===== src/rtl/iter_counter_if.sv =====
// Handshake bundle for iter_counter: control inputs from the sequencing
// datapath and the counter's status outputs, with modports for each side.
interface iter_counter_if #(
  parameter int CNT_W = 6
);
  logic             Load;
  logic [CNT_W-1:0] Term_In;
  logic             Auto_Reload;
  logic             Enable;
  logic             Ack;
  logic [CNT_W-1:0] Count;
  logic             Busy;
  logic             Iter_Last;
  logic             K;
  logic             Done_Pulse;

  // The sequencer that drives the counter.
  modport master (
    output Load, Term_In, Auto_Reload, Enable, Ack,
    input  Count, Busy, Iter_Last, K, Done_Pulse
  );

  // The counter itself.
  modport slave (
    input  Load, Term_In, Auto_Reload, Enable, Ack,
    output Count, Busy, Iter_Last, K, Done_Pulse
  );
endinterface


===== src/rtl/iter_counter.sv =====
// Programmable iteration counter for multi-cycle datapath units such as the
// shift-add multiplier. Counts 0..N-1 per operation (N taken from Term_In at
// Load, or DEFAULT_TC when Term_In is zero), supports stalls, signals the
// last iteration, and either finishes into a held done level or reloads
// itself for back-to-back operations.
module iter_counter #(
  parameter int CNT_W      = 6,
  parameter int DEFAULT_TC = 32
) (
  input logic         Clk,
  input logic         Rst_n,
  iter_counter_if.slave bus
);

  typedef enum logic [1:0] {
    IDLE = 2'd0,
    RUN  = 2'd1,
    DONE = 2'd2
  } state_t;

  localparam logic [CNT_W-1:0] DEF_TC = CNT_W'(DEFAULT_TC);

  state_t           state;
  logic [CNT_W-1:0] count;
  logic [CNT_W-1:0] term_reg;
  logic             reload_reg;
  logic             busy;
  logic             k;
  logic             done_pulse;

  // One extra bit so the increment compare can never alias on wrap.
  logic [CNT_W:0]   count_inc;
  logic             at_terminal;

  // Next-count value and terminal-count detection for the RUN state.
  always_comb begin
    count_inc   = {1'b0, count} + 1'b1;
    at_terminal = (count_inc == {1'b0, term_reg});
  end

  // Single state machine holding all counter state and registered outputs.
  always_ff @(posedge Clk) begin
    if (!Rst_n) begin
      state      <= IDLE;
      count      <= '0;
      term_reg   <= DEF_TC;
      reload_reg <= 1'b0;
      busy       <= 1'b0;
      k          <= 1'b0;
      done_pulse <= 1'b0;
    end else begin
      done_pulse <= 1'b0;
      if (bus.Load) begin
        // Load restarts from any state; an aborted run emits no pulse.
        term_reg   <= (bus.Term_In == '0) ? DEF_TC : bus.Term_In;
        reload_reg <= bus.Auto_Reload;
        count      <= '0;
        k          <= 1'b0;
        busy       <= 1'b1;
        state      <= RUN;
      end else begin
        case (state)
          RUN: begin
            // Ack here only cancels auto-reload; a reload due on this
            // same edge still happens because the old reload_reg is used.
            if (bus.Ack) begin
              reload_reg <= 1'b0;
            end
            if (bus.Enable) begin
              if (at_terminal) begin
                done_pulse <= 1'b1;
                if (reload_reg) begin
                  count <= '0;
                end else begin
                  count <= term_reg;
                  busy  <= 1'b0;
                  k     <= 1'b1;
                  state <= DONE;
                end
              end else begin
                count <= count_inc[CNT_W-1:0];
              end
            end
          end
          DONE: begin
            if (bus.Ack) begin
              k     <= 1'b0;
              count <= '0;
              state <= IDLE;
            end
          end
          default: begin
          end
        endcase
      end
    end
  end

  assign bus.Count      = count;
  assign bus.Busy       = busy;
  assign bus.K          = k;
  assign bus.Done_Pulse = done_pulse;
  // term_reg is never zero, so term_reg-1 is always a valid index.
  assign bus.Iter_Last  = busy && (count == (term_reg - 1'b1));

endmodule


===== src/flat_wrapper.sv =====
// flat-port wrapper written by rule: the top's interface ports become plain ports
module iter_counter_flat 
#(
  parameter int CNT_W      = 6,
  parameter int DEFAULT_TC = 32
)
  (Clk, Rst_n, bus_Load, bus_Term_In, bus_Auto_Reload, bus_Enable, bus_Ack, bus_Count, bus_Busy, bus_Iter_Last, bus_K, bus_Done_Pulse);
  iter_counter_if #(.CNT_W(CNT_W)) bus_i ();
  input logic Clk;
  input logic Rst_n;
  input wire logic [$bits(bus_i.Load)-1:0] bus_Load;
  input wire logic [$bits(bus_i.Term_In)-1:0] bus_Term_In;
  input wire logic [$bits(bus_i.Auto_Reload)-1:0] bus_Auto_Reload;
  input wire logic [$bits(bus_i.Enable)-1:0] bus_Enable;
  input wire logic [$bits(bus_i.Ack)-1:0] bus_Ack;
  output wire logic [$bits(bus_i.Count)-1:0] bus_Count;
  output wire logic [$bits(bus_i.Busy)-1:0] bus_Busy;
  output wire logic [$bits(bus_i.Iter_Last)-1:0] bus_Iter_Last;
  output wire logic [$bits(bus_i.K)-1:0] bus_K;
  output wire logic [$bits(bus_i.Done_Pulse)-1:0] bus_Done_Pulse;
  assign bus_i.Load = bus_Load;
  assign bus_i.Term_In = bus_Term_In;
  assign bus_i.Auto_Reload = bus_Auto_Reload;
  assign bus_i.Enable = bus_Enable;
  assign bus_i.Ack = bus_Ack;
  assign bus_Count = bus_i.Count;
  assign bus_Busy = bus_i.Busy;
  assign bus_Iter_Last = bus_i.Iter_Last;
  assign bus_K = bus_i.K;
  assign bus_Done_Pulse = bus_i.Done_Pulse;
  iter_counter #(.CNT_W(CNT_W), .DEFAULT_TC(DEFAULT_TC)) u_core (.Clk(Clk), .Rst_n(Rst_n), .bus(bus_i));
endmodule

===== config.mk =====
export PLATFORM = sky130hd
export DESIGN_NAME = iter_counter_flat
export DESIGN_NICKNAME = d
export VERILOG_FILES = /design/src/rtl/iter_counter_if.sv /design/src/rtl/iter_counter.sv /design/src/flat_wrapper.sv
export SDC_FILE = /design/constraint.sdc
export NUM_CORES = 1
export LEC_CHECK = 0
export ABC_CLOCK_PERIOD_IN_PS = 3250
export BUFFER_PORTS_ARGS = -buffer_cell sky130_fd_sc_hd__buf_2
export CAP_MARGIN = 20
export CORE_MARGIN = 1.5
export CORE_UTILIZATION = 50
export CTS_CLUSTER_DIAMETER = 80
export CTS_CLUSTER_SIZE = 14
export DETAILED_ROUTE_END_ITERATION = 6
export GPL_TIMING_DRIVEN = 0
export PLACE_DENSITY = 0.73
export SLEW_MARGIN = 15
export SYNTH_ARGS = -nofsm -noshare
export SYNTH_HDL_FRONTEND = slang
export SYNTH_SLANG_ARGS = --single-unit

===== constraint.sdc =====
create_clock -name Clk -period 3.25 [get_ports Clk]
set_input_delay 0.65 -clock Clk [delete_from_list [all_inputs] [get_ports Clk]]
set_output_delay 0.65 -clock Clk [all_outputs]
set_load 0.005 [all_outputs]

Word level (Yosys, flattened, before mapping)
Cells that the tools add are included.
- word-level logic and storage cells: 66
- input port bits: 12
- register bits after elaboration: 18
- output and inout bits: 10
- mux-type cells: 25
- equal/unequal tests: 13
- bitwise logic cells: 3
- reduce and logical (&&, ||, !) cells: 15
- add/sub/neg operators: 2
- operators with widths (operator ; count):
    $mux W6 ; 5
    $mux W1 ; 13
    $pmux W6 S2 ; 1
    $reduce_and A5 Y1 ; 2
    $reduce_bool A2 Y1 ; 5
    $ne A3 B3 Y1 const B ; 3
    $mux W2 ; 4
    $ne A2 B2 Y1 const B ; 4
    $add A6 B1 Y7 const B ; 1
    $eq A7 B6 Y1 ; 1
    $eq A6 B6 Y1 ; 1
    $logic_not A6 Y1 ; 1
    $sub A6 B1 Y6 const B ; 1
    $pmux W2 S2 ; 1
    $reduce_and A4 Y1 ; 1
    $reduce_or A4 Y1 ; 1
    $ne A3 B2 Y1 const B ; 1
    $not A1 Y1 ; 3
    $reduce_and A3 Y1 ; 1
    $reduce_bool A3 Y1 ; 1
    $eq A2 B1 Y1 const B ; 1
    $eq A2 B2 Y1 const B ; 1
    $ne A2 B1 Y1 const B ; 1
    $pmux W1 S2 ; 1
    other kinds (3) ; 3

Depth between registers and ports, before layout
Gate-level depths: netlist (run 1).
- depth after elaboration: 6
- mapped depth: 7
- depth with buffers taken out: 7

Least setup slack after synthesis (run 1)
No wires, ideal clock.
- path type: register -> output
- start point: register u_core.term_reg[2]
- end point: output port bus_Iter_Last
- stages on the path, launching flop included: 7
- buffers on the path: 1
- setup slack: 1.289 ns
- arrival: 1.311 ns
- data required time: 2.600 ns
- cell sequence: dfxtp_1 buf_6 nor3_2 and3_1 nor3_1 a211o_1 a211oi_1
- longest elaborated chain between the ends: 3
- ends and longest elaborated chain (item ; RTL line ; RTL):
    start, declared ; iter_counter.sv:25 ; logic [CNT_W-1:0] term_reg;
    start signal, assigned ; iter_counter.sv:55 ; term_reg <= (bus.Term_In == '0) ? DEF_TC : bus.Term_In;
    $sub A6 B1 Y6 ; iter_counter.sv:104 ; assign bus.Iter_Last = busy && (count == (term_reg - 1'b1));
    $eq A6 B6 Y1 ; iter_counter.sv:104 ;
    $logic_and A1 B1 Y1 ; iter_counter.sv:104 ;
    end, declared ; flat_wrapper.sv:18 ; output wire logic [$bits(bus_i.Iter_Last)-1:0] bus_Iter_Last;
Every way passes these cells.

Final worst setup path (run 1)
- start point: register u_core.term_reg[0]
- end point: output port bus_Iter_Last
The elaborated chain is that of the path after synthesis.

==> summary.txt, run 1 <==
Place
  • Dpl cells: 181
  • HPWL Detailed: 1950 um
  • Placer Congestion: 0.941
  • PortBufs: 21

Pwr
  • Seq pwr share: 54.1%
  • Cell-internal power: 0.000296 W
  • VDD IR max: 0.258 mV
  • Leak: 0.550 nW
  • NetSw: 0.000122 W
  • Pwr dens: 319 nW/um2
  • Switching Fraction: 29.2%
  • Clk pwr share: 27.9%
  • Comb pwr share: 17.9%

Worst setup path
  • Startpoint types: flop
  • Crit path capture: bus_Iter_Last
  • Slowest stage delay, CP: 0.42 ns
  • Worst-path maximum fanout: 4
  • CP most frequent cell: a21oi_1
  • Worst Setup End Kind: output port
  • Reg-to-reg startpoint: u_core.bus.Count[0]$_SDFFE_PP0P_
  • Worst reg2reg endpoint: u_core.bus.Count[1]$_SDFFE_PP0P_
  • Crit path launch: u_core.term_reg[0]$_SDFFE_PN0P_
  • Worst R2R Path Depth: 5
  • Worst Path Required: 2.60 ns
  • Classification of the worst setup path: reg2out
  • Critical path, cell by cell: inv_1 > ha_1 > and3_2 > nor3_1 > a21oi_1 > a21oi_1 > a211oi_1 > buf_2
  • CP max stage cell: dfxtp_1
  • R2R setup slack: 1.15 ns
  • WP data arrival: 1.95 ns

Clock tree
  • Hold buffer count at CTS: 0
  • Max Root-Sink Buffers: 2
  • Clk root buf: clkbuf_4
  • Clk sinks: 17
  • CTS tree: built
  • Post-CTS sizing: 0
  • Clk pin slew, worst setup/hold paths: 0.10 ns
  • Clock Latency Late Sink: 0.30 ns
  • H-tree depth: 1
  • Inserted Clock Buffers: 3
  • Post-CTS Setup Inserts: 0

Synthesis
  • Synth cell types: 43
  • Async SR Flop Fraction: 0%
  • Synth warn: 0
  • Ranking of synthesized cells by area: dfxtp_1 30%, xnor2_1 7.7%, nand2_1 5.6%, mux2i_1 5.3%, nor2b_1 3.3%
  • Synthesized area per cell: 8.65 um2
  • Post-synthesis sequential area ratio: 29.8%
  • EDFF count, synth: 0
  • Synth area leader: dfxtp_1
  • Cells after synthesis: 132
  • Top_reg_cell synth: dfxtp_1
  • Flops & latches, synth: 17
  • Synth top cells by count: 17 x dfxtp_1, 17 x nand2_1, 10 x xnor2_1, 7 x nor2_1
  • Synth Cell Area: 1140 um2
  • Syn Nets: 146
  • Yosys top cell area share: 29.8%

Layout
  • # diodes: 0
  • Multi-input gate area: 738 um2
  • Register area: 340 um2
  • FILL cells: 229
  • Area growth syn-to-layout: 14.7%
  • Share of post-route cells with drive strength above 1: 24.8%
  • Fin nets: 172
  • Filler-free cell count of the finished design: 185

Worst hold path
  • Min-Delay Path Class: reg2reg
  • Cells on Worst Hold Path: 2

Job
  • Total of max-cap violations: 0

GRT
  • Gr ovfl total: 0
  • Via count of the first global-routing pass: 993
  • Global Route Usage Sum: 22.8%
  • Largest net degree at the start of global routing: 11
  • First-pass GRT wire length: 4440 um
  • Antenna violations before repair: 0

Detailed routing
  • Antenna-violating nets left: 0
  • 1st-iter DRT viols: 28
  • Vias: 1016
  • First-pass DRT Iterations: 4
  • Wire per inst: 13.3 um
  • Drt total wl: 2470 um
  • Drt via density: 5.49
  • # DRC: 0

Floorplan
  • Die area: 2580 um2
  • Core Area: 2190 um2
  • Die H: 50.8 um
  • Chip Width: 50.8 um
  • FP Rows: 17
  • Initial Utilization: 52.1%
  • I/O pins: 22

Timing
  • Slew Viols, Final: 0
  • RSZ-0062 raised after global routing: no
  • Max Clk Rate: 0.384 GHz
  • Worst Clk Skew: 0.00426 ns
  • Final setup viols: 0
  • Slew HR: 60.0%
  • TNS Setup: 0 ns
  • Fin crit period: 2.60 ns
  • Slew @ Worst Pin: 0.596 ns
  • Final worst path period share: 80.1%
  • Final Hold Fails: 0

Status
  • Outcome: finished, final reports clean
stage by stage:
step                setup WS [ns]  util (%)  area (um2)  power (W)  hold WS, ns
floorplan                    1.29         -        1140   0.000283        0.466
global placement             1.05      58.5        1280   0.000302        0.490
detailed placement          0.979      58.5        1280   0.000305        0.484
CTS                         0.636      59.8        1310   0.000421        0.507
global route                0.514      59.8        1310   0.000437        0.554
finish                      0.648      59.8        1310   0.000417        0.509
power groups by stage:
stage	clock network, W	logic (W)	registers, W
floorplan	0	0.0000545	0.000228
global placement	0	0.0000721	0.000230
detailed placement	0	0.0000745	0.000231
CTS	0.000120	0.0000747	0.000226
global route	0.000125	0.0000849	0.000227
finish	0.000116	0.0000749	0.000226
worst min-delay path by stage:
stage	startpoint	endpoint	slack [ns]
floorplan	u_core.bus.Busy$_SDFFE_PN0P_	u_core.bus.Busy$_SDFFE_PN0P_	0.47
global placement	u_core.bus.Busy$_SDFFE_PN0P_	u_core.bus.Busy$_SDFFE_PN0P_	0.49
CTS	u_core.bus.Busy$_SDFFE_PN0P_	u_core.bus.Busy$_SDFFE_PN0P_	0.51
global route	u_core.bus.Busy$_SDFFE_PN0P_	u_core.bus.Busy$_SDFFE_PN0P_	0.55
finish	u_core.bus.Busy$_SDFFE_PN0P_	u_core.bus.Busy$_SDFFE_PN0P_	0.51
detailed placement	u_core.bus.Busy$_SDFFE_PN0P_	u_core.bus.Busy$_SDFFE_PN0P_	0.48
metal layers:
layer,wire (um),share of wire [%],vias to the layer above,global-route usage [%]
met5,0,0,-,0
met2,1120,45,28,37.3
met4,40,1.6,0,9.01
li1,-,-,517,-
met1,1200,49,466,30.8
met3,100,4.1,5,2.38
cell usage in the layout, fill, tap and decap left out, drive strengths merged, types with 2 or more instances in the layout:
cell type  count
a21oi          3
and3           3
buf           25
clkbuf         5
dfxtp         17
ha             2
inv            5
mux2i          6
nand2         17
nand3          6
nand3b         3
nand4          2
nor2           7
nor2b          6
nor3           7
o211ai         3
o21ai          5
o221ai         3
xnor2         11
xor2           5
worst max-delay path, delay by kind of cell (launching register included):
family | cells | cell delay [ns]
AND/OR/NAND/NOR | 2 | 0.42
AO/OA/AOI/OAI | 3 | 0.34
buffers and inverters | 2 | 0.22
flip-flops | 1 | 0.42
adder cells (fa/ha/maj) | 1 | 0.26
final cells by class:
class | instances | share of cell area [%]
clock buffer | 3 | 1.72
multi-input combinational | 104 | 56.4
sequential | 17 | 26.0
buffer | 6 | 3.44
tap | 28 | 2.67
inverter | 5 | 1.43
timing repair buffer | 21 | 8.02
clock inverter | 1 | 0.382
cells by family (layout without fill, tap and decap cells):
| group | Yosys count | count (layout) | synth area share (%) |
|---|---|---|---|
| AOI/OAI and AO/OA | 21 | 21 | 13.8 |
| xor gates and xnor gates | 16 | 16 | 14.6 |
| adders and majority gates | 2 | 2 | 2.19 |
| buffers and inverters | 11 | 36 | 5.59 |
| DFF | 17 | 17 | 29.8 |
| muxes | 6 | 6 | 5.26 |
| and+or+nand+nor | 59 | 59 | 28.8 |
Power figures use the tool's default switching activity.
==> inputs of run 2 (changes only) <==
- ABC_CLOCK_PERIOD_IN_PS: 3250 -> 2100
- CORE_UTILIZATION: 50 -> 49
- PLACE_DENSITY: 0.73 -> 0.75
- clock period: 3.25 -> 2.1 ns (I/O delays scaled with it)
==> run 2 against run 1 <==
Via count up 2.1%. Cell count is 1.1% higher. Die area up 1.9%. Register-to-register slack worse by 0.96 ns. Final area up 4.8%. Critical path depth down 2. Utilization up 2.3 points. First-iteration DRC count shrank 36%. Critical path type unchanged. Largest cell class unchanged. Largest power group unchanged.
==> summary.txt, run 2 (synthesized netlist as in run 1, its figures left out) <==
GRT
  • Largest net degree at the start of global routing: 11 (unchanged)
  • Gr ovfl total: 0 (unchanged)
  • Via count of the first global-routing pass: 987 (-0.60%)
  • Global Route Usage Sum: 21.2% (-1.6 points)
  • Antenna violations before repair: 0 (unchanged)
  • First-pass GRT wire length: 4190 um (-5.6%)

Worst setup path
  • Worst R2R Path Depth: 6 (+1)
  • Crit path capture: bus_Iter_Last
  • Bufs and invs on worst path: 1 (-1)
  • Family with the most delay on the worst path: simple AND/OR/NAND/NOR gates
  • Crit path launch: u_core.term_reg[1]$_SDFFE_PN0P_
  • R2R setup slack: 0.19 ns (-0.96 ns)
  • Reg-to-reg startpoint: u_core.bus.Count[1]$_SDFFE_PP0P_
  • Worst-path maximum fanout: 4 (unchanged)
  • Critical path, cell by cell: nor3_4 > and3_1 > nor3_1 > a211o_1 > a211oi_2 > buf_2
  • CP max stage cell: dfxtp_4
  • Classification of the worst setup path: reg2out
  • Startpoint types: flop
  • Worst Path Required: 1.68 ns (-0.92 ns)
  • Worst reg2reg endpoint: u_core.bus.K$_SDFFE_PP0P_
  • Slowest stage delay, CP: 0.38 ns (-0.04 ns)
  • WP depth: 6 (-2)
  • WP data arrival: 1.68 ns (-0.27 ns)
  • Worst Setup End Kind: output port

Clock tree
  • Inserted Clock Buffers: 3 (unchanged)
  • Clock Latency Late Sink: 0.29 ns (about the same)
  • Clk root buf: clkbuf_4
  • Clk pin slew, worst setup/hold paths: 0.09 ns (about the same)
  • Max Root-Sink Buffers: 2 (unchanged)
  • CTS tree: built
  • H-tree depth: 1 (unchanged)
  • Hold buffer count at CTS: 0 (unchanged)
  • Clk sinks: 17 (unchanged)

Pwr
  • Comb pwr share: 19.9% (+2.0 points)
  • Clk pwr share: 26.7% (-1.2 points)
  • Cell-internal power: 0.000469 W (+59%)
  • Pwr dens: 478 nW/um2 (+50%)
  • Seq pwr share: 53.4% (-0.7 points)
  • Leak: 0.568 nW (+3.2%)
  • Total power: 0.000656 W (+57%)
  • NetSw: 0.000187 W (+54%)
  • VDD IR max: 0.406 mV (+57%)
  • Switching Fraction: 28.5% (-0.64 points)

Timing
  • Final Hold Fails: 0 (unchanged)
  • Fin crit period: 2.10 ns
  • RSZ-0062 raised after global routing: yes
  • TNS Setup: 0 ns (unchanged)
  • Max Clk Rate: 0.477 GHz
  • Slew @ Worst Pin: 0.571 ns (-0.0252 ns)
  • Worst Clk Skew: 0.00154 ns (-0.00272 ns)
  • Slew HR: 61.7% (+1.7 points)
  • Final worst path period share: 99.8%
  • Slew Viols, Final: 0 (unchanged)
  • Final setup viols: 0 (unchanged)
  • Hold Slack: 0.376 ns (-0.133 ns)

Worst hold path
  • Min-Delay Path Class: in2reg

Floorplan
  • I/O pins: 22 (unchanged)
  • Die H: 51.3 um (+0.95%)
  • FP Rows: 17 (unchanged)
  • Die area: 2630 um2 (+1.9%)
  • Chip Width: 51.3 um (+0.95%)
  • Core Area: 2210 um2 (+0.97%)
  • Initial Utilization: 51.6% (-0.50 points)

Detailed routing
  • Drt total wl: 2450 um (-0.81%)
  • Drt via density: 5.55 (+0.98%)
  • # DRC: 0 (unchanged)
  • Antenna-violating nets left: 0 (unchanged)
  • First-pass DRT Iterations: 5 (+1)
  • 1st-iter DRT viols: 18 (-36%)
  • Vias: 1037 (+2.1%)
  • Wire per inst: 13.1 um (-1.9%)

Layout
  • Register area: 353 um2 (+3.7%)
  • Most frequent cells in the layout: 21 x buf_2, 17 x nand2_1, 13 x dfxtp_1, 9 x xnor2_1, 7 x nor2_1
  • Fin nets: 174 (+1.2%)
  • Leading cell type in the layout, fill and taps excluded: buf_2
  • Share of post-route cells with drive strength above 1: 32.1% (+7.2 points)
  • # diodes: 0 (unchanged)
  • Area growth syn-to-layout: 20.2%
  • Multi-input gate area: 778 um2 (+5.4%)
  • FILL cells: 211 (-7.9%)

Status
  • Outcome: finished, final reports clean

Place
  • Placer Congestion: 0.961 (+2.1%)
  • HPWL Detailed: 1780 um (-8.5%)
  • PortBufs: 21 (unchanged)

Job
  • Total of max-cap violations: 0 (unchanged)
## run 2: cell count changes in the layout (fill, tap and decap cells not counted), moves of 2 or more
cell     previous run  this run
inv_1               5         3
dfxtp_4             0         3
inv_2               0         2
buf_4               2         5
dfxtp_1            17        13
## run 2: worst min-delay path by stage
stage / from / to / slack, ns / depth (start not counted)
2_1_floorplan: u_core.bus.Busy$_SDFFE_PN0P_ / u_core.bus.Busy$_SDFFE_PN0P_ / 0.47 / 2
3_3_place_gp: u_core.bus.Busy$_SDFFE_PN0P_ / u_core.bus.Busy$_SDFFE_PN0P_ / 0.48 / 2
3_5_place_dp: u_core.bus.Busy$_SDFFE_PN0P_ / u_core.bus.Busy$_SDFFE_PN0P_ / 0.50 / 2
4_1_cts: bus_Term_In[5] / u_core.term_reg[5]$_SDFFE_PN1P_ / 0.37 / 3
5_1_grt: bus_Term_In[2] / u_core.term_reg[2]$_SDFFE_PN0P_ / 0.43 / 3
6_report: bus_Term_In[5] / u_core.term_reg[5]$_SDFFE_PN1P_ / 0.38 / 3
## run 2: through the flow
step / utilization, % / instances / setup slack (ns) / cell area, um2
6_report: 62.0 / 187 / 0.00371 / 1370
5_1_grt: 62.0 / 187 / -0.0939 / 1370
4_1_cts: 61.7 / 187 / 0.00853 / 1360
3_5_place_dp: 58.0 / 181 / 0.0845 / 1280
3_3_place_gp: 58.0 / 181 / 0.129 / 1280
2_1_floorplan: - / 132 / 0.369 / 1140
## run 2: area by class of cell
type	instances	share of cell area [%]
inverters	5	1.37
well taps	28	2.55
flip-flops and latches	17	25.7
repair buffers	24	9.30
plain buffers	5	2.46
clock buffers	4	1.91
multi-input cells	104	56.7
## run 2: worst register-to-register path: stages (launching register included)
cell and delay (ns):
dfxtp_1 0.47, ha_1 0.31, nand3_1 0.22, o211ai_1 0.33, nor3_4 0.11, and4_1 0.20
o21ba_1 0.18
## run 2: power by group through the flow
stage	combinational [W]	sequential, W	clock [W]
6_report	0.000131	0.000350	0.000175
4_1_cts	0.000127	0.000350	0.000184
3_3_place_gp	0.000111	0.000356	0
2_1_floorplan	0.0000843	0.000353	0
5_1_grt	0.000146	0.000352	0.000191
3_5_place_dp	0.000115	0.000357	0
## run 2: repair_timing
item | 4_1_cts | 5_1_grt
gates resized for setup | 14 | 2
pin swaps | 7 | 0
buffers inserted | 3 | 0
endpoints found under the hold margin | 0 | 0
setup endpoints to repair | 1 | 10
## run 2: per-layer routing
metal / up-vias / track usage, % / share of wire [%]
li1: 520 / - / -
met1: 475 / 27.5 / 45
met2: 34 / 32.5 / 48
met3: 8 / 2.92 / 4.1
met4: 0 / 14.5 / 2.4
met5: - / 0 / 0
==> inputs of run 3 (changes only) <==
- ABC_AREA: not set -> 1
- CORE_UTILIZATION: 49 -> 48
- CTS_CLUSTER_DIAMETER: 80 -> not set
- PLACE_DENSITY: 0.75 -> 0.74
- REMOVE_ABC_BUFFERS: not set -> 1
==> run 3 against run 2 <==
Clock skew grew 0.0042 ns. The flow now finishes with violations (negative setup slack). Register-to-register slack lost 0.02 ns. Die area shrank 0.90%. Clock power grew 4%. Largest cell class unchanged.
==> summary.txt, run 3 <==
Synthesis
  • Synthesized area per cell: 6.45 um2 (-26%)
  • Most frequent cell after synthesis: nand2_1
  • Synth warn: 0 (unchanged)
  • Synth Cell Area: 1110 um2 (-3.0%)
  • Yosys top cell area share: 30.7% (+0.91 points)
  • EDFF count, synth: 0 (unchanged)
  • Ranking of synthesized cells by area: dfxtp_1 31%, nand2_1 16%, nand3_1 12%, inv_1 7.8%, xor2_1 4.7%
  • Synth area leader: dfxtp_1
  • Post-synthesis sequential area ratio: 30.7% (+0.91 points)
  • Async SR Flop Fraction: 0% (unchanged)
  • Synth cell types: 26 (-40%)
  • Synth top cells by count: 48 x nand2_1, 26 x nand3_1, 23 x inv_1, 17 x dfxtp_1, 12 x nor2_1
  • Flops & latches, synth: 17 (unchanged)
  • Top_reg_cell synth: dfxtp_1
  • Cells after synthesis: 172 (+30%)

Floorplan
  • Die H: 51.1 um (-0.45%)
  • Initial Utilization: 50.6% (-1.0 points)
  • Core Area: 2190 um2 (-0.96%)
  • Chip Width: 51.1 um (-0.45%)
  • FP Rows: 17 (unchanged)
  • I/O pins: 22 (unchanged)
  • Die area: 2610 um2 (-0.90%)

Worst hold path
  • Min-Delay Path Class: in2reg
  • Cells on Worst Hold Path: 2 (-1)

Timing
  • Worst Clk Skew: 0.00570 ns (+0.00416 ns)
  • Final setup viols: 1 (+1)
  • Final Hold Fails: 0 (unchanged)
  • Slew HR: 67.4% (+5.7 points)
  • Max Clk Rate: 0.465 GHz (-2.5%)
  • Slew Viols, Final: 0 (unchanged)
  • Hold Slack: 0.326 ns (-0.0496 ns)
  • Slew @ Worst Pin: 0.488 ns (-0.0831 ns)
  • Fin crit period: 2.15 ns (+0.0534 ns)
  • RSZ-0062 raised after global routing: yes
  • Final worst path period share: 102% (+2.5 points)
  • Final worst slack: -0.0496 ns (-0.0534 ns)

Pwr
  • Cell-internal power: 0.000468 W (-0.20%)
  • Switching Fraction: 30.3% (+1.7 points)
  • VDD IR max: 0.374 mV (-7.8%)
  • NetSw: 0.000203 W (+8.6%)
  • Pwr dens: 496 nW/um2 (+3.8%)
  • Clk pwr share: 27.1% (+0.4 points)
  • Seq pwr share: 52.2% (-1.2 points)
  • Total power: 0.000671 W (+2.3%)
  • Leak: 0.707 nW (+25%)
  • Comb pwr share: 20.7% (+0.8 points)

GRT
  • Gr ovfl total: 0 (unchanged)
  • Global Route Usage Sum: 24.7% (+3.5 points)
  • Largest net degree at the start of global routing: 10 (-1)
  • Antenna violations before repair: 0 (unchanged)
  • First-pass GRT wire length: 4850 um (+16%)
  • Via count of the first global-routing pass: 1209 (+22%)

Clock tree
  • CTS tree: built
  • H-tree depth: 1 (unchanged)
  • Clk sinks: 17 (unchanged)
  • Clk root buf: clkbuf_4
  • Clock Latency Late Sink: 0.30 ns (about the same)
  • Clk pin slew, worst setup/hold paths: 0.10 ns (about the same)
  • Max Root-Sink Buffers: 2 (unchanged)
  • Hold buffer count at CTS: 0 (unchanged)
  • Inserted Clock Buffers: 3 (unchanged)

Layout
  • Area growth syn-to-layout: 22.0%
  • Share of post-route cells with drive strength above 1: 26.9% (-5.2 points)
  • Filler-free cell count of the finished design: 229 (+22%)
  • Fin nets: 216 (+24%)
  • # diodes: 0 (unchanged)
  • Leading cell type in the layout, fill and taps excluded: nand2_1
  • Most frequent cells in the layout: 46 x nand2_1, 25 x nand3_1, 21 x inv_1, 21 x buf_2, 14 x dfxtp_1
  • FILL cells: 207 (-1.9%)

Worst setup path
  • Critical path, cell by cell: inv_2 > ha_4 > nand2_2 > nand2_2 > nor3_2 > nand4_1 > a211oi_2 > buf_2
  • Classification of the worst setup path: reg2out
  • Worst Setup End Kind: output port
  • CP most frequent cell: nand2_2
  • WP data arrival: 1.73 ns (+0.05 ns)
  • CP max stage cell: dfxtp_2
  • Worst-path maximum fanout: 3 (-1)
  • Worst Path Required: 1.68 ns (about the same)
  • Slowest stage delay, CP: 0.36 ns (-0.02 ns)
  • Worst R2R Path Depth: 10 (+4)
  • Startpoint types: flop

Detailed routing
  • # DRC: 0 (unchanged)
  • Vias: 1241 (+20%)
  • First-pass DRT Iterations: 4 (-1)
  • Antenna-violating nets left: 0 (unchanged)
  • 1st-iter DRT viols: 47 (+29)
  • Drt via density: 5.42 (-2.3%)
  • Drt total wl: 2940 um (+20%)
  • Wire per inst: 12.9 um (-1.8%)

Place
  • Dpl cells: 219 (+21%)
  • Placer Congestion: 0.894 (-6.9%)
  • HPWL Detailed: 2120 um (+19%)
  • PortBufs: 21 (unchanged)

Status
  • Outcome: finished, violations left
  • Failing checks: negative setup slack

Job
  • Total of max-cap violations: 0 (unchanged)
-- run 3: power by group through the flow --
stage / registers [W] / logic (W) / clock network (W)
2_1_floorplan: 0.000353 / 0.0000807 / 0
3_3_place_gp: 0.000356 / 0.000107 / 0
3_5_place_dp: 0.000356 / 0.000112 / 0
4_1_cts: 0.000349 / 0.000123 / 0.000184
5_1_grt: 0.000352 / 0.000155 / 0.000205
6_report: 0.000350 / 0.000139 / 0.000182
-- run 3: cell families after synthesis --
| family | share of synthesized area, % |
|---|---|
| fa+ha+maj | 2.26 |
| xor+xnor | 7.11 |
| flops | 30.7 |
| compound gates | 7.45 |
| buf+inv | 11.1 |
| simple gates | 41.4 |
-- run 3: timing repair --
action                     CTS  global route
setup buffers                2             4
resized for setup            9             5
pin swaps                    0             4
setup endpoints to repair    1             1
-- run 3: critical path: cells and delay by family (launching register included) --
family,cells,cell delay [ns]
flops,1,0.36
simple gates,4,0.43
buf+inv,2,0.20
compound gates,1,0.21
fa+ha+maj,1,0.24
-- run 3: final timing paths --
check                                                 startpoint                                to  slack (ns)
worst min register to register      u_core.state[0]$_SDFFE_PN0P_      u_core.state[0]$_SDFFE_PN0P_        0.48
worst max-delay path             u_core.term_reg[0]$_SDFFE_PN0P_                     bus_Iter_Last       -0.05
worst min-delay path                             bus_Auto_Reload    u_core.reload_reg$_SDFFE_PN0P_        0.33
worst max register to register  u_core.bus.Count[1]$_SDFFE_PP0P_  u_core.bus.Count[2]$_SDFFE_PP0P_        0.17
-- run 3: final cells by class --
| type | instances | area [um2] | area share (%) |
|---|---|---|---|
| Sequential cell | 17 | 344 | 25.4 |
| Tap cell | 28 | 35.0 | 2.59 |
| Multi-Input combinational cell | 125 | 691 | 51.1 |
| Clock buffer | 4 | 26.3 | 1.94 |
| Timing Repair Buffer | 27 | 150 | 11.1 |
| Inverter | 28 | 106 | 7.86 |
-- run 3: metal layers --
metal	part of all wire [%]	GRT usage (%)	wire length, um
met4	1.5	12.6	43
met5	0	0	0
met3	5.6	4.09	165
met1	41	29.6	1220
met2	51	42.2	1520
-- run 3: stage by stage --
| stage | instance area, um2 | setup slack [ns] | TNS [ns] | util, % |
|---|---|---|---|---|
| after floorplan | 1090 | 0.407 | 0 | - |
| after global routing | 1350 | -0.130 | -0.144 | 61.7 |
| after CTS | 1300 | 0.00928 | 0 | 59.4 |
| final | 1350 | -0.0496 | -0.0496 | 61.7 |
| after global placement | 1230 | 0.163 | 0 | 56.3 |
| after detailed placement | 1230 | 0.147 | 0 | 56.3 |
